File: config.mk
export PLATFORM = sky130hd
export DESIGN_NAME = pcie_dma_mem_arbiter
export DESIGN_NICKNAME = d
export VERILOG_FILES = /design/src/rtl/pcie_dma_mem_arbiter.sv
export SDC_FILE = /design/constraint.sdc
export NUM_CORES = 1
export LEC_CHECK = 0
export ABC_AREA = 1
export CORE_AREA = 2 2 221 223
export DETAILED_ROUTE_END_ITERATION = 16
export DIE_AREA = 0 0 223 225
export SLEW_MARGIN = 5
export SYNTH_ARGS = -nofsm -noshare
export SYNTH_HDL_FRONTEND = slang
export SYNTH_SLANG_ARGS = --single-unit
export TNS_END_PERCENT = 5
File: constraint.sdc
create_clock -name i_clk -period 6.2 [get_ports i_clk]
set_input_delay 0.62 -clock i_clk [delete_from_list [all_inputs] [get_ports i_clk]]
set_output_delay 0.62 -clock i_clk [all_outputs]
set_load 0.005 [all_outputs]
File: src/rtl/pcie_dma_mem_arbiter.sv
// Burst-locked two-requester arbiter for the PCIe DMA memory port, with in-order response routing.
// Define PCIE_DMA_ARB_FIXED_PRIO_EN to let requester 0 always win simultaneous requests.
module pcie_dma_mem_arbiter #(
  parameter int DEPTH_LOG2             = 2,
  parameter int CFG_PCIE_DMAADDR_WIDTH = 36
) (
  input  logic                              i_clk,
  input  logic                              i_rst,
  input  logic                              i_req0_valid,
  output logic                              o_req0_ready,
  input  logic                              i_req0_write,
  input  logic [9:0]                        i_req0_bytes,
  input  logic [CFG_PCIE_DMAADDR_WIDTH-1:0] i_req0_addr,
  input  logic [7:0]                        i_req0_strob,
  input  logic [63:0]                       i_req0_data,
  input  logic                              i_req0_last,
  input  logic                              i_req1_valid,
  output logic                              o_req1_ready,
  input  logic                              i_req1_write,
  input  logic [9:0]                        i_req1_bytes,
  input  logic [CFG_PCIE_DMAADDR_WIDTH-1:0] i_req1_addr,
  input  logic [7:0]                        i_req1_strob,
  input  logic [63:0]                       i_req1_data,
  input  logic                              i_req1_last,
  output logic                              o_resp0_valid,
  output logic [63:0]                       o_resp0_data,
  output logic                              o_resp1_valid,
  output logic [63:0]                       o_resp1_data,
  output logic                              o_mem_valid,
  output logic                              o_mem_write,
  output logic [9:0]                        o_mem_bytes,
  output logic [CFG_PCIE_DMAADDR_WIDTH-1:0] o_mem_addr,
  output logic [7:0]                        o_mem_strob,
  output logic [63:0]                       o_mem_data,
  output logic                              o_mem_last,
  input  logic                              i_mem_ready,
  input  logic                              i_mem_resp_valid,
  input  logic [63:0]                       i_mem_resp_data,
  output logic                              o_busy,
  output logic                              o_err_orphan
);

  localparam int DEPTH = 1 << DEPTH_LOG2;
  localparam int PW    = DEPTH_LOG2;
  localparam int CW    = DEPTH_LOG2 + 1;

  typedef enum logic {S_IDLE, S_GRANT} state_e;

  state_e           state_q, state_d;
  logic             grant_q, grant_d;
  logic             rr_q, rr_d;
  logic [PW-1:0]    wptr_q, wptr_d;
  logic [PW-1:0]    rptr_q, rptr_d;
  logic [CW-1:0]    cnt_q, cnt_d;
  logic [DEPTH-1:0] fifo_q, fifo_d;
  logic             orphan_q, orphan_d;

  logic in_grant, full, empty;
  logic sel_valid, sel_last, push, pop, pick, head;

  always_comb begin
    state_d  = state_q;
    grant_d  = grant_q;
    rr_d     = rr_q;
    wptr_d   = wptr_q;
    rptr_d   = rptr_q;
    fifo_d   = fifo_q;
    orphan_d = orphan_q;

    in_grant  = (state_q == S_GRANT);
    full      = (cnt_q == CW'(DEPTH));
    empty     = (cnt_q == '0);
    sel_valid = grant_q ? i_req1_valid : i_req0_valid;
    sel_last  = grant_q ? i_req1_last : i_req0_last;
    head      = fifo_q[rptr_q];
`ifdef PCIE_DMA_ARB_FIXED_PRIO_EN
    pick      = 1'b0;
`else
    pick      = rr_q;
`endif

    o_mem_valid  = in_grant & sel_valid & ~full;
    o_req0_ready = in_grant & ~grant_q & i_mem_ready & ~full;
    o_req1_ready = in_grant & grant_q & i_mem_ready & ~full;

    // Fields are forced to zero outside a grant so idle/reset outputs are all 0
    o_mem_write = 1'b0;
    o_mem_bytes = '0;
    o_mem_addr  = '0;
    o_mem_strob = '0;
    o_mem_data  = '0;
    o_mem_last  = 1'b0;
    if (in_grant) begin
      o_mem_write = grant_q ? i_req1_write : i_req0_write;
      o_mem_bytes = grant_q ? i_req1_bytes : i_req0_bytes;
      o_mem_addr  = grant_q ? i_req1_addr  : i_req0_addr;
      o_mem_strob = grant_q ? i_req1_strob : i_req0_strob;
      o_mem_data  = grant_q ? i_req1_data  : i_req0_data;
      o_mem_last  = sel_last;
    end

    push = o_mem_valid & i_mem_ready;
    pop  = i_mem_resp_valid & ~empty;

    o_resp0_valid = pop & ~head;
    o_resp1_valid = pop & head;
    o_resp0_data  = o_resp0_valid ? i_mem_resp_data : '0;
    o_resp1_data  = o_resp1_valid ? i_mem_resp_data : '0;

    unique case (state_q)
      S_IDLE: begin
        if (i_req0_valid | i_req1_valid) begin
          state_d = S_GRANT;
          grant_d = (i_req0_valid & i_req1_valid) ? pick : i_req1_valid;
        end
      end
      S_GRANT: begin
        if (push & sel_last) begin
          state_d = S_IDLE;
`ifdef PCIE_DMA_ARB_FIXED_PRIO_EN
          rr_d    = 1'b0;
`else
          rr_d    = ~grant_q;
`endif
        end
      end
      default: state_d = S_IDLE;
    endcase

    if (push) begin
      fifo_d[wptr_q] = grant_q;
      wptr_d         = wptr_q + PW'(1);
    end
    if (pop) rptr_d = rptr_q + PW'(1);
    cnt_d = cnt_q + CW'(push) - CW'(pop);

    if (i_mem_resp_valid & empty) orphan_d = 1'b1;

    o_busy       = in_grant | ~empty;
    o_err_orphan = orphan_q;
  end

  always_ff @(posedge i_clk) begin
    if (i_rst) begin
      state_q  <= S_IDLE;
      grant_q  <= 1'b0;
      rr_q     <= 1'b0;
      wptr_q   <= '0;
      rptr_q   <= '0;
      cnt_q    <= '0;
      fifo_q   <= '0;
      orphan_q <= 1'b0;
    end else begin
      state_q  <= state_d;
      grant_q  <= grant_d;
      rr_q     <= rr_d;
      wptr_q   <= wptr_d;
      rptr_q   <= rptr_d;
      cnt_q    <= cnt_d;
      fifo_q   <= fifo_d;
      orphan_q <= orphan_d;
    end
  end

endmodule

Word level (Yosys, flattened, before mapping)
Cells that the tools add are included.
{ "totals": {"n_memories": 0, "latchBits": 0, "rom_bits": 0, "regBits": 15, "output_inout_bits": 255, "mem_bits_rw": 0, "elab_cells": 66} }
{ "classes": {"mux": 24, "order_cmp": 3, "n_bitwise": 22, "shifts": 0, "mul": 0, "eq_ne": 1, "addsub": 4, "div_mod_pow": 0, "n_reduce_logical": 4} }
{ "op_table": {"columns": ["operator", "count"], "rows": [
  ["two-way mux 64 bit", 4],
  ["two-way mux 36 bit", 2],
  ["two-way mux 10 bit", 2],
  ["two-way mux 8 bit", 2],
  ["AND 1 bit", 15],
  ["two-way mux 1 bit", 10],
  ["less-than comparator 2 x 3 -> 1 bit (second input constant)", 2],
  ["inverter 1 bit", 5],
  ["adder 2 x 1 -> 2 bit (second input constant)", 2],
  ["bitwise mux 4 bit", 1],
  ["AND reduction 2 bit", 2],
  ["adder 3 x 1 -> 3 bit", 1],
  ["equality test 3 bit (second input constant)", 1],
  ["zero test 3 bit", 1],
  ["subtractor 3 x 1 -> 3 bit", 1],
  ["binary-select mux 1 bit (select 2 bit)", 1],
  ["demux 1 bit (select 2 bit)", 1],
  ["greater-or-equal comparator 2 x 1 -> 1 bit (second input constant)", 1],
  ["bitwise OR 1 bit", 2],
  ["one-hot mux 1 bit (2 select lines)", 1],
  ["logical AND 1 bit", 1]
]} }

Logic depth before layout (Yosys ltp)
{ "depth": {"word_depth": 7, "mapped_depth": 11, "mapped_depth_nobuf": 10} }

Worst setup path after synthesis
Ideal clock, no wire load.
{ "synth_path": {"path_kind": "input-to-reg", "startpoint": "input i_mem_ready", "endpoint": "register cnt_q[2]", "arrival_ns": 1.985, "path_stages": 9, "setup_slack_ns": 4.089, "n_path_buf": 0, "path_cell_list": "inv_1 -> a21oi_2 -> nand2_1 -> ha_1 -> inv_1 -> ha_1 -> fa_1 -> xor2_1 -> nor2_1"} }
{ "synth_between": {"elab_chain_len": 3} }
{ "synth_rtl": {"columns": ["item", "line_no", "rtl"], "rows": [
  ["start, declared", "36", "input logic i_mem_ready,"],
  ["AND 1 bit", "102", "push = o_mem_valid & i_mem_ready;"],
  ["adder 3 x 1 -> 3 bit", "135", "cnt_d = cnt_q + CW'(push) - CW'(pop);"],
  ["subtractor 3 x 1 -> 3 bit", "135", null],
  ["end signal, assigned", "159", "cnt_q <= cnt_d;"],
  ["end, declared", "54", "logic [CW-1:0] cnt_q, cnt_d;"]
]} }
No other way between the ends.
A chain may end at the register's enable or synchronous reset.

Worst setup path in the final report
{ "layout_path": {"startpoint": "input i_mem_resp_valid", "endpoint": "output o_resp1_data[2]"} }
{ "layout_between": {"elab_chain_len": 3} }
{ "layout_rtl": {"columns": ["item", "line_no", "rtl"], "rows": [
  ["start, declared", "37", "input logic i_mem_resp_valid,"],
  ["AND 1 bit", "103", "pop = i_mem_resp_valid & ~empty;"],
  ["net pop", "59", "logic sel_valid, sel_last, push, pop, pick, head;"],
  ["AND 1 bit", "106", "o_resp1_valid = pop & head;"],
  ["two-way mux 64 bit", "108", "o_resp1_data = o_resp1_valid ? i_mem_resp_data : '0;"],
  ["end, declared", "28", "output logic [63:0] o_resp1_data,"]
]} }
The timed path passes the listed nets, and every way through them passes these cells.

==> metrics.txt <==
Synth Flop Type dfxtp_1; TritonCTS Sinks 15; Clock Skew ~0.005 ns; number of global-route vias before repair about 6300; most frequent cell after synthesis nand2_1; initial core utilization 7.94%; number of distinct library cells after synthesis 28; Mapped Cells 736; synthesized area approximately 0.0038 sq mm; largest family of logic cells by synthesized area simple AND/OR/NAND/NOR gates; Finish-stage setup viols 0; CTS tree built; Synth Register Bits 15; sequential-to-total area share from yosys stat roughly 8.0%; Vias/cell approximately 3.5; Syn. warnings 0; DP Wirelength roughly 24000 microns; Setup Buffers After CTS 0; arrival time of the worst setup path ~3.2 ns; initial antenna violation count 2; IO Count around 570; final hold viol count 0; antenna viol nets, final 0; GRT Total Usage 9.80%; RSZ-0062 raised after global routing no; Die H about 230 microns; die area 0.0502 sq mm; gr ovfl total 0; fill cell count approximately 5400; Synth Net Count 1053; die width roughly 220 microns; top cell type's share of synthesized area 26.4%; gpl congestion roughly 0.77; clock buffer depth 2; area of the core around 0.048 sq mm; Tmin final 3.77 ns; Critical Path Source Type primary input; pwr/cell area 126 mW/mm^2; largest net degree at the start of global routing 90; CP endpoint kind output port; WL final approximately 27000 microns; simple-gate portion of the synthesized area 68.0%; hold_buf cts 0; Setup Crit Path Kind primary input to output port; mux contribution to synthesized area 0%; leading area contributor after synthesis nand2_1; global-route wire length before repair ~38000 microns; top post-synthesis cells by area nand2_1, nand3_1, nor2_4; Worst-path clk slew roughly 0.05 ns; worst min path class flop to flop; Crit Path Max Fanout 44; Fmax between 200 and 300 MHz; Max Cap Viol 0; status completed; worst hold slack around 0.47 ns; setup TNS 0 ns; Critical Path RT around 5.6 ns; post-cts resize count 0; IO Port Bufs between 500 and 600; Synth-to-Final Area Change 165%; Initial DRC Count ~250; Clock H-tree levels 1; Post-synth EDFFs 0; fin util 21.0%; DR WL/cell 14.5 microns; CTS buffer count 3; most frequent cells after synthesis nand2_1, nand3_1, nor2_1; layout net count ~1600; latest clock arrival within the worst-skew pair roughly 0.25 ns; share of synthesized registers carrying an async set or reset 0%; LEAKAGE 4.23 nW; slew margin rel. 25.5%; Root Buffer clkbuf_16; layout cells sized above 1 about 5.8%; vias 6497; period utilization approximately three fifths; Post-Synth Adder-Cell Area ~2.5%; Syn Area/Cell 5.13 sq um; xor/xnor share of the synthesized area less than 1%; compound-cell area share of the yosys netlist slightly above 2%; Max IR drop VDD 100 uV; First-pass DRT Iterations 5; max-slew violations 0; Site Rows 80; Slew @ Worst Pin between 1 and 1.5 ns; DRC Markers 0
-- where the power goes --
part | switching [mW] | leakage (nW) | internal (mW) | total, mW
clock network | 0.0401 | 0.0409 | 0.0861 | 0.126
logic | 0.429 | 4.06 | 0.563 | 0.992
registers | 0.0277 | 0.124 | 0.112 | 0.140
-- cells by family after synthesis --
family                     count (synthesis)
adders and majority gates                  7
AOI/OAI and AO/OA                         13
DFF                                       15
xor gates and xnor gates                   3
buffers and inverters                    152
and+or+nand+nor                          546
-- worst max-delay path, stage by stage --
cell and delay, ns:
clkdlybuf4s50_1 0.44, nand2_2 0.11, inv_4 0.06, nand3_4 0.34
buf_4 0.88, nor2_1 0.09, clkdlybuf4s50_1 0.49
-- layer usage --
layer,track usage (%),part of all wire [%],up-vias
met2,18.3,50,391
met5,0,0.059,-
met4,1.58,1.3,2
met3,3.18,11,10
met1,11.0,38,2843
li1,-,-,3251
-- cells in the final DEF, fill, tap and decap left out, drive strengths merged --
cell | netlist | layout
nand4 | 5 | 5
a22oi | 1 | 1
xor2 | 3 | 3
dfxtp | 15 | 15
buf | 36 | 6
clkdlybuf4s50 | 0 | 564
fa | 1 | 1
inv | 94 | 94
nor2 | 142 | 142
nand2 | 266 | 266
nand3 | 132 | 132
o211ai | 2 | 2
clkbuf | 22 | 3
a21oi | 8 | 8
o21ai | 2 | 2
clkinv | 0 | 1
ha | 6 | 6
diode | 0 | 1
or2 | 1 | 1
-- metrics by stage --
| step | power, mW | instances | area (sq um) | setup WS [ns] |
|---|---|---|---|---|
| finish | 1.26 | 1868 | 9990 | 2.43 |
| global route | 1.35 | 1868 | 9990 | 2.25 |
| detailed placement | 1.14 | 1863 | 9910 | 2.43 |
| floorplan | 0.508 | 736 | 3770 | 4.09 |
| CTS | 1.27 | 1867 | 9990 | 2.43 |
| global placement | 1.14 | 1863 | 9910 | 2.47 |
-- final cells by class --
| class | count | area (sq um) | area share (%) |
|---|---|---|---|
| antenna | 1 | 2.50 | 0.0251 |
| inverter | 94 | 355 | 3.56 |
| sequential | 15 | 308 | 3.08 |
| multi-input combinational | 569 | 2780 | 27.9 |
| clock buffer | 3 | 75.1 | 0.752 |
| timing repair buffer | 570 | 5690 | 57.0 |
| clock inverter | 1 | 5.00 | 0.0501 |
| tap | 615 | 769 | 7.70 |
-- worst paths after layout --
check                       startpoint                   endpoint  slack, ns  cells past startpoint
min reg2reg  o_err_orphan$_SDFFE_PP0P_  o_err_orphan$_SDFFE_PP0P_       0.47                      2
max                   i_mem_resp_valid            o_resp1_data[2]       2.43                      7
min          o_err_orphan$_SDFFE_PP0P_  o_err_orphan$_SDFFE_PP0P_       0.47                      2
max reg2reg       grant_q$_SDFFE_PP0P_        cnt_q[2]$_SDFF_PP0_       3.57                      9
-- flip-flops by register name, summed over array words and instances, names as in the netlist --
signal and count:
cnt_q 3, grant_q 1, pick 1, o_err_orphan 1
fifo_q 4, in_grant 1, rptr_q 2, wptr_q 2
No activity file was read; power rests on OpenSTA's default activity.
